**src/rtl/mult_selftest.sv**
```systemverilog
// mult_selftest: built-in self test for an external WIDTH x WIDTH unsigned multiplier.
// Operands come from a 16-bit Fibonacci LFSR. The reference product is formed by a
// local shift-add engine, and each returned product is checked against it.
// Optional feature macro: MULT_SELFTEST_FAIL_CAPTURE_EN keeps the first failing vector
// (operands and product) on fail_a/fail_b/fail_prod. Without the macro these outputs
// are tied to zero.
//
// state | meaning
// IDLE  | waiting for start after reset
// DRIVE | present operands for one cycle and step the LFSR
// WAIT  | run the shift-add; collect the product or time out
// CHECK | compare, update the counters, pick the next vector or finish
// DONE  | results held until the next start
module mult_selftest #(
  parameter int          WIDTH       = 8,
  parameter int          NUM_VECTORS = 64,
  parameter int          TIMEOUT     = 32,
  parameter logic [15:0] LFSR_SEED   = 16'hACE1
) (
  input  logic                 sys_clock,
  input  logic                 reset_rtl,
  input  logic                 start,
  output logic [WIDTH-1:0]     op_a,
  output logic [WIDTH-1:0]     op_b,
  output logic                 op_valid,
  input  logic [2*WIDTH-1:0]   prod_in,
  input  logic                 prod_valid,
  output logic                 busy,
  output logic                 done,
  output logic                 pass,
  output logic [7:0]           err_count,
  output logic [7:0]           vec_count,
  output logic [WIDTH-1:0]     fail_a,
  output logic [WIDTH-1:0]     fail_b,
  output logic [2*WIDTH-1:0]   fail_prod
);

  localparam int CW = $clog2(WIDTH + 1);
  localparam int TW = $clog2(TIMEOUT + 1);

  typedef enum logic [2:0] {
    S_IDLE,
    S_DRIVE,
    S_WAIT,
    S_CHECK,
    S_DONE
  } state_t;

  state_t               state_q, state_d;
  logic [15:0]          lfsr_q;
  logic [15:0]          lfsr_step;
  logic [WIDTH-1:0]     op_a_q, op_b_q;
  logic [2*WIDTH-1:0]   mcand_q;
  logic [WIDTH-1:0]     mplier_q;
  logic [2*WIDTH-1:0]   acc_q;
  logic [CW-1:0]        bit_cnt_q;
  logic [TW-1:0]        tmo_cnt_q;
  logic [2*WIDTH-1:0]   prod_q;
  logic                 prod_got_q;
  logic                 tmo_q;
  logic [7:0]           err_q, vec_q;
  logic [7:0]           vec_next;
  logic                 prod_ok, mul_ready, tmo_last, leave_tmo, mismatch, start_ok;

  assign lfsr_step = {lfsr_q[14:0], lfsr_q[15] ^ lfsr_q[13] ^ lfsr_q[12] ^ lfsr_q[10]};
  assign prod_ok   = prod_got_q | prod_valid;
  // mul_ready is true while the last shift-add step is in progress, so CHECK
  // sees the final accumulator value one cycle later.
  assign mul_ready = (bit_cnt_q <= CW'(1));
  assign tmo_last  = (tmo_cnt_q <= TW'(1));
  assign leave_tmo = (state_q == S_WAIT) && tmo_last && !prod_ok;
  assign mismatch  = tmo_q || (prod_q != acc_q);
  assign vec_next  = vec_q + 8'd1;
  assign start_ok  = start && ((state_q == S_IDLE) || (state_q == S_DONE));

  assign op_a      = op_a_q;
  assign op_b      = op_b_q;
  assign op_valid  = (state_q == S_DRIVE);
  assign busy      = (state_q == S_DRIVE) || (state_q == S_WAIT) || (state_q == S_CHECK);
  assign done      = (state_q == S_DONE);
  assign pass      = (state_q == S_DONE) && (err_q == 8'd0);
  assign err_count = err_q;
  assign vec_count = vec_q;

  // State register.
  always_ff @(posedge sys_clock or posedge reset_rtl) begin
    if (reset_rtl) state_q <= S_IDLE;
    else           state_q <= state_d;
  end

  // Next-state decode.
  always_comb begin
    state_d = state_q;
    case (state_q)
      S_IDLE, S_DONE: if (start) state_d = S_DRIVE;
      S_DRIVE:        state_d = S_WAIT;
      S_WAIT: begin
        if (mul_ready && prod_ok) state_d = S_CHECK;
        else if (leave_tmo)       state_d = S_CHECK;
      end
      S_CHECK: begin
        if ({1'b0, vec_next} < 9'(NUM_VECTORS)) state_d = S_DRIVE;
        else                                     state_d = S_DONE;
      end
      default:        state_d = S_IDLE;
    endcase
  end

  // Operand generation, reference shift-add, product capture and result counters.
  always_ff @(posedge sys_clock or posedge reset_rtl) begin
    if (reset_rtl) begin
      lfsr_q     <= LFSR_SEED;
      op_a_q     <= '0;
      op_b_q     <= '0;
      mcand_q    <= '0;
      mplier_q   <= '0;
      acc_q      <= '0;
      bit_cnt_q  <= '0;
      tmo_cnt_q  <= '0;
      prod_q     <= '0;
      prod_got_q <= 1'b0;
      tmo_q      <= 1'b0;
      err_q      <= '0;
      vec_q      <= '0;
    end else begin
      case (state_q)
        S_IDLE, S_DONE: begin
          if (start_ok) begin
            lfsr_q <= LFSR_SEED;
            op_a_q <= LFSR_SEED[WIDTH-1:0];
            op_b_q <= LFSR_SEED[15 -: WIDTH];
            err_q  <= '0;
            vec_q  <= '0;
          end
        end
        S_DRIVE: begin
          lfsr_q     <= lfsr_step;
          mcand_q    <= {{WIDTH{1'b0}}, op_a_q};
          mplier_q   <= op_b_q;
          acc_q      <= '0;
          bit_cnt_q  <= CW'(WIDTH);
          tmo_cnt_q  <= TW'(TIMEOUT);
          prod_q     <= '0;
          prod_got_q <= 1'b0;
          tmo_q      <= 1'b0;
        end
        S_WAIT: begin
          if (bit_cnt_q != '0) begin
            if (mplier_q[0]) acc_q <= acc_q + mcand_q;
            mcand_q   <= mcand_q << 1;
            mplier_q  <= mplier_q >> 1;
            bit_cnt_q <= bit_cnt_q - CW'(1);
          end
          if (tmo_cnt_q != '0) tmo_cnt_q <= tmo_cnt_q - TW'(1);
          if (prod_valid && !prod_got_q) begin
            prod_q     <= prod_in;
            prod_got_q <= 1'b1;
          end
          if (leave_tmo) tmo_q <= 1'b1;
        end
        S_CHECK: begin
          vec_q <= vec_next;
          if (mismatch && (err_q != 8'hFF)) err_q <= err_q + 8'd1;
          if (state_d == S_DRIVE) begin
            op_a_q <= lfsr_q[WIDTH-1:0];
            op_b_q <= lfsr_q[15 -: WIDTH];
          end
        end
        default: ;
      endcase
    end
  end

`ifdef MULT_SELFTEST_FAIL_CAPTURE_EN
  logic [WIDTH-1:0]   fail_a_q, fail_b_q;
  logic [2*WIDTH-1:0] fail_prod_q;

  // First failing vector of the run; prod_q is already zero after a timeout.
  always_ff @(posedge sys_clock or posedge reset_rtl) begin
    if (reset_rtl) begin
      fail_a_q    <= '0;
      fail_b_q    <= '0;
      fail_prod_q <= '0;
    end else if (start_ok) begin
      fail_a_q    <= '0;
      fail_b_q    <= '0;
      fail_prod_q <= '0;
    end else if ((state_q == S_CHECK) && mismatch && (err_q == 8'd0)) begin
      fail_a_q    <= op_a_q;
      fail_b_q    <= op_b_q;
      fail_prod_q <= prod_q;
    end
  end

  assign fail_a    = fail_a_q;
  assign fail_b    = fail_b_q;
  assign fail_prod = fail_prod_q;
`else
  assign fail_a    = '0;
  assign fail_b    = '0;
  assign fail_prod = '0;
`endif

endmodule

```
**config.mk**
```make
export PLATFORM = sky130hd
export DESIGN_NAME = mult_selftest
export DESIGN_NICKNAME = d
export VERILOG_FILES = /design/src/rtl/mult_selftest.sv
export SDC_FILE = /design/constraint.sdc
export NUM_CORES = 1
export LEC_CHECK = 0
export ABC_AREA = 1
export CORE_UTILIZATION = 56
export DETAILED_ROUTE_END_ITERATION = 6
export GPL_TIMING_DRIVEN = 1
export MAX_ROUTING_LAYER = met4
export PLACE_DENSITY = 0.84
export SLEW_MARGIN = 20
export SYNTH_ARGS = -nofsm -noshare
export SYNTH_HDL_FRONTEND = slang
export SYNTH_SLANG_ARGS = --single-unit
```
**constraint.sdc**
```tcl
create_clock -name sys_clock -period 8.1 [get_ports sys_clock]
set_input_delay 0.81 -clock sys_clock [delete_from_list [all_inputs] [get_ports sys_clock]]
set_output_delay 0.81 -clock sys_clock [all_outputs]
set_load 0.01 [all_outputs]
```
==> results.yml, run 1 <==
synth:
  synth_edf_count: 0
  synth.avg_cell_area_sq_um: 8.073
  synth_adder_area_share: 0.04904
  yosysSeqAreaShare: 0.4575
  synth_cell_types: 43
  synth_area_leader_cell: "dfrtp_1"
  synthesis.area_sq_um: 6531
  ys_top_cells_by_area: "dfrtp_1 43%, nand2_1 11%, inv_1 5.9%"
  yosysMostFrequentCell: "nand2_1"
  yosysTopAreaCellShare: 0.4253
  synthMuxAreaShare: 0
  yosys.area_share.simple: 0.2247
  synth_cells: 809
  synth_compound_area_frac: 0.1341
  synth_warnings: 0
  synth_xor_area_frac: 0.01475
  async_reset_ff_frac: 1.000
  ys.flop_type: "dfrtp_1"
  synth_common_cells: "185 x nand2_1, 111 x dfrtp_1, 103 x inv_1, 60 x nand3_1, 56 x nor2_1"
  synth_top_family_by_area: "simple AND/OR/NAND/NOR gates"
  synth-seq-cells: 119
routing:
  vias: 5435
  viasPerCell: 5.339
  drt-initial-drc-count: 332
  ant_nets: 0
  routed_wirelength_um: 14860
  drc_errors: 0
  dr.pass1.iters: 5
  wl_per_cell_um: 14.59
placed_design:
  io_buffers: 55
  dpl-instance-area_sq_um: 7032
  hpwlAfterDp_um: 9948
  routabilityCongestion: 0.8881
clock_network:
  clock_path_buffers: 2
  htree_levels: 4
  cts_made_buffers: 17
  clkSlewWorstSetupHoldPaths_ns: 0.06
  ctsResizeCount: 0
  postCtsHoldBufs: 0
  cts_root_buffer: "clkbuf_16"
  clk_latency_ns: 0.42
  post_cts_buffers: 0
  cts_sinks: 119
  cts_tree: "yes"
timing:
  tightest_slew_ns: 0.9144
  fin_setup_tns_ns: 0
  hold_viol: 0
  clock_skew_ns: 0.009550
  post-route-period-util: 0.3814
  rsz0062_at_grt: "no"
  period_minus_slack_ns: 3.090
  setup_viol_count_final: 0
  fmax_mhz: 323.7
  slew_viol_final: 0
  relSlewSlack: 0.3904
worst_setup_path:
  worst-path-buf-inv: 1
  cp_data_required_time_ns: 7.29
  rrSetupSlack_ns: 5.48
  critPathSlowestCell: "nor3_4"
  cpPeakStageDelay_ns: 0.72
  path_max_fanout: 15
  worst-endpoint-arrival_ns: 2.28
  crit_cells: 2
  endpoint_kind: "output pin"
  rr_worst_depth: 5
  crit_chain: "nor3_4 > clkdlybuf4s50_1"
  crit_path_start: "state_q[2]$_DFF_PP0_"
  r2r-start: "state_q[2]$_DFF_PP0_"
  rr_endpoint: "acc_q[0]$_DFFE_PP0P_"
  path_delay_family: "simple AND/OR/NAND/NOR gates"
  endpoint: "op_valid"
  cp-start-kind: "flip-flop"
  criticalPathCategory: "flip-flop to output pin"
global_route:
  grt_max_degree: 75
  overflow: 0
  use_met3: 0.06232
  grt_use_met2: 0.4357
  grt_usage: 0.2772
  met1_usage: 0.3485
  grt_pass1_wl_um: 24560
  antenna_found_initial: 0
  grt.busiest_layer: "met2"
  first_global_vias: 5265
pwr:
  leakage_uw: 0.003668
  peakVddDrop_v: 0.0002251
  power_density_nw_per_um2: 392.9
die:
  coreArea_sq_um: 11370
  start_util: 0.5744
  ios: 88
  die_y_um: 110.0
  chipWidth_um: 110.0
  die_area_sq_um: 12100
  core.rowCount: 39
cells_and_area:
  finish.utilization: 0.6684
  num_antenna_cells: 0
  final_area_sq_um: 7600
  num-nets-final: 907
  area_delta_synth_final_pct: 16.36
  layout-drive-gt1-share: 0.07886
hold_path:
  hp-class: "flip-flop to flip-flop"
run:
  max_cap_viol_count: 0
status:
  status: "finished clean"
## through the flow
step / power [uW] / setup slack (ns) / instances / hold slack [ns]
floorplan: 1914 / 4.146 / 840 / 0.4397
global placement: 2203 / 5.228 / 986 / 0.4574
detailed placement: 2243 / 5.151 / 986 / 0.4648
CTS: 2989 / 5.016 / 1018 / 0.4757
global route: 3218 / 4.944 / 1018 / 0.5152
finish: 2986 / 5.010 / 1018 / 0.4792
## report_power, final
part           internal (uW)  switching (uW)  total (uW)
clock network            429             296         725
registers                827             172         999
logic                    448             813        1260
total                   1700            1280        2990
## sequential cells by signal, summed over array words and instances, names as in the netlist
signal      flops
prod_q         16
bit_cnt_q       4
err_count       8
vec_count       8
lfsr_q         16
acc_q          16
tmo_cnt_q       6
prod_got_q      1
op_a            8
mcand_q        16
op_b            8
state_q         3
mplier_q        8
tmo_q           1
## how the worst min path moves through the flow
stage / start / end / slack (ns) / depth (start not counted)
4_1_cts: tmo_cnt_q[5]$_DFFE_PP0P_ / tmo_cnt_q[5]$_DFFE_PP0P_ / 0.48 / 1
6_report: tmo_cnt_q[5]$_DFFE_PP0P_ / tmo_cnt_q[5]$_DFFE_PP0P_ / 0.48 / 1
3_5_place_dp: mplier_q[7]$_DFFE_PP0P_ / mplier_q[7]$_DFFE_PP0P_ / 0.46 / 2
5_1_grt: tmo_cnt_q[5]$_DFFE_PP0P_ / tmo_cnt_q[5]$_DFFE_PP0P_ / 0.52 / 1
3_3_place_gp: mplier_q[7]$_DFFE_PP0P_ / mplier_q[7]$_DFFE_PP0P_ / 0.46 / 2
2_1_floorplan: tmo_cnt_q[2]$_DFFE_PP0P_ / tmo_cnt_q[2]$_DFFE_PP0P_ / 0.44 / 1
## area by class of cell
class	instances	area (sq um)
Fill cell	916	3770
Sequential cell	119	2988
Multi-Input combinational cell	555	2880
Timing Repair Buffer	56	558.0
Clock buffer	18	429.2
Inverter	113	426.7
Tap cell	143	178.9
Clock inverter	14	138.9
## cells by family after synthesis
family,after synthesis
compound gates,152
xor+xnor,11
fa+ha+maj,25
buf+inv,166
flops,119
other cells,1
simple gates,335
## worst register-to-register path, delay by kind of cell, from the launching register on
family                 cells  cell delay, ns
buffers and inverters      2            0.60
AND/OR/NAND/NOR            2            1.23
flip-flops                 1            0.46
AO/OA/AOI/OAI              1            0.22
## cell usage in the layout, fill, tap and decap left out, drive strengths merged, types with 3 or more instances in the layout
cell type,synthesis,layout
conb,1,32
nor3,4,4
o21ai,62,62
a22oi,6,6
nand3,64,64
o22ai,25,25
nand4,8,8
o211ai,7,7
ha,24,24
clkinv,3,6
clkbuf,4,18
a31oi,8,8
inv,110,117
clkinvlp,0,3
nor2,59,59
dfstp,8,8
nand2,195,195
xnor2,6,6
a21oi,35,35
clkdlybuf4s50,0,55
dfrtp,111,111
xor2,5,5
## layer usage
metal / vias up / wire length [um] / share of wire
met3: 32 / 848 / 0.057
met2: 168 / 7133 / 0.48
li1: 2696 / - / -
met5: - / 0 / 0
met1: 2539 / 6513 / 0.44
met4: 0 / 361 / 0.024
No activity file was read; power rests on OpenSTA's default activity.
==> run 2: changes to the inputs <==
CORE_UTILIZATION = 50   (was 56)
PLACE_DENSITY = 0.8   (was 0.84)
clock period = 2.5 ns   (was 8.1 ns; I/O delays follow)
==> run 2 against run 1 <==
Worst setup slack got worse by 4.9 ns. Power rose to 3.3 times the previous value. Count of clock-buffer cells in the layout is 4 higher. Critical path type unchanged. Largest cell class unchanged.
==> results.yml, run 2 (synthesis results as in run 1) <==
status:
  status: "finished clean"
clock_network:
  clk_latency_ns: 0.42
  postCtsHoldBufs: 0
  cts_made_buffers: 17
  clock_path_buffers: 2
  cts_sinks: 119
  htree_levels: 4
  cts_tree: "yes"
  clkSlewWorstSetupHoldPaths_ns: 0.06
  post_cts_buffers: 0
  cts_root_buffer: "clkbuf_16"
  ctsResizeCount: 0
timing:
  fin_setup_tns_ns: 0
  rsz0062_at_grt: "no"
  period_minus_slack_ns: 2.340
  slew_viol_final: 0
  clock_skew_ns: 0.01079
  post-route-period-util: 0.9360
  setup_viol_count_final: 0
  relSlewSlack: 0.5868
  hold_viol: 0
  fin_ws_ns: 0.1600
  fmax_mhz: 427.4
  tightest_slew_ns: 0.6198
worst_setup_path:
  path_max_fanout: 11
  path_delay_family: "buffers and inverters"
  crit_chain: "nor3_4 > clkdlybuf4s50_1"
  worst-endpoint-arrival_ns: 2.09
  endpoint_kind: "output pin"
  cpPeakStageDelay_ns: 0.67
  cp-start-kind: "flip-flop"
  r2r-start: "state_q[2]$_DFF_PP0_"
  worst-path-buf-inv: 1
  crit_path_start: "state_q[2]$_DFF_PP0_"
  criticalPathCategory: "flip-flop to output pin"
  cp_data_required_time_ns: 2.25
  critPathSlowestCell: "clkdlybuf4s50_1"
cells_and_area:
  num-nets-final: 916
  layout_common_cells: "185 x nand2_1, 111 x dfrtp_1, 102 x inv_1"
  layout-drive-gt1-share: 0.08710
  final_cells: 1056
  num_antenna_cells: 0
  final_common_cell: "nand2_1"
  area_delta_synth_final_pct: 18.58
routing:
  drc_errors: 0
  routed_wirelength_um: 14330
  wl_per_cell_um: 13.57
  viasPerCell: 5.093
  drt-initial-drc-count: 379
  ant_nets: 0
  dr.pass1.iters: 5
  vias: 5378
die:
  start_util: 0.5155
  die_y_um: 116.3
  die_area_sq_um: 13520
  ios: 88
  core.rowCount: 41
  coreArea_sq_um: 12670
  chipWidth_um: 116.3
global_route:
  overflow: 0
  first_global_vias: 5094
  grt_usage: 0.2427
  grt_max_degree: 120
  grt_pass1_wl_um: 24240
  antenna_found_initial: 0
placed_design:
  dpl.cell_count: 1024
  hpwlAfterDp_um: 10250
  dp_worst_setup_slack_ns: 0.3937
  io_buffers: 55
  routabilityCongestion: 0.8768
pwr:
  peakVddDrop_v: 0.0008338
  p_comb_frac: 0.424
  power_density_nw_per_um2: 1267
  leakage_uw: 0.003721
  switching_share: 0.4118
  power.switching_uw: 4041
  power_uw: 9813
  clockPowerShare: 0.246
  p_int_uw: 5772
  p_seq_frac: 0.329
hold_path:
  hp-class: "primary input to async pin"
run:
  max_cap_viol_count: 0
-- run 2: cell count changes in the layout (fill, tap and decap cells not counted), sizes merged --
| cell | previous run | this run |
|---|---|---|
| clkinv | 6 | 7 |
| buf | 1 | 10 |
| bufinv | 1 | 2 |
| inv | 117 | 109 |
| clkinvlp | 3 | 5 |
| clkbuf | 18 | 22 |
-- run 2: power groups by stage --
stage	logic, uW	registers (uW)	clock network [uW]
2_1_floorplan	3060	3140	0
3_3_place_gp	4040	3230	0
3_5_place_dp	4160	3240	0
4_1_cts	4180	3220	2470
5_1_grt	4750	3320	2550
6_report	4160	3230	2420
-- run 2: tightest hold or removal path, cell delays in order --
cell             delay [ns]
clkdlybuf4s50_1        0.44
clkinvlp_4             0.09
buf_12                 0.46
-- run 2: worst paths after layout --
kind | endpoint | slack (ns) | cells past startpoint
worst max-delay path | op_valid | 0.16 | 2
worst min-delay path | mcand_q[0]$_DFFE_PP0P_ | 0.35 | 3
worst max register to register | prod_q[10]$_DFFE_PP0P_ | 0.38 | 6
worst min register to register | bit_cnt_q[3]$_DFFE_PP0P_ | 0.48 | 1
max in group asynchronous | state_q[0]$_DFF_PP0_ | 1.68 | 3
min in group sys_clock | prod_q[5]$_DFFE_PP0P_ | 0.40 | 3
-- run 2: metrics by stage --
step	utilization	hold slack, ns	instance area (sq um)
final	0.6112	0.3504	7745
after global routing	0.6112	0.4085	7745
after CTS	0.6112	0.3866	7745
after detailed placement	0.5642	0.4665	7149
after global placement	0.5642	0.4527	7149
after floorplan	-	0.3969	6651
-- run 2: final cells by class --
| cell class | instances | area (sq um) |
|---|---|---|
| clock buffers | 22 | 474.2 |
| clock inverters | 10 | 121.4 |
| fillers | 1118 | 4926 |
| inverters | 113 | 427.9 |
| multi-input cells | 555 | 2880 |
| flip-flops and latches | 119 | 2988 |
| well taps | 172 | 215.2 |
| repair buffers | 65 | 638.1 |
-- run 2: per-layer routing --
metal,routed length (um),vias up,track usage
li1,-,2717,-
met1,6648,2506,0.3037
met2,6792,126,0.3815
met3,627,29,0.06175
met4,264,0,0.08547
met5,0,-,-
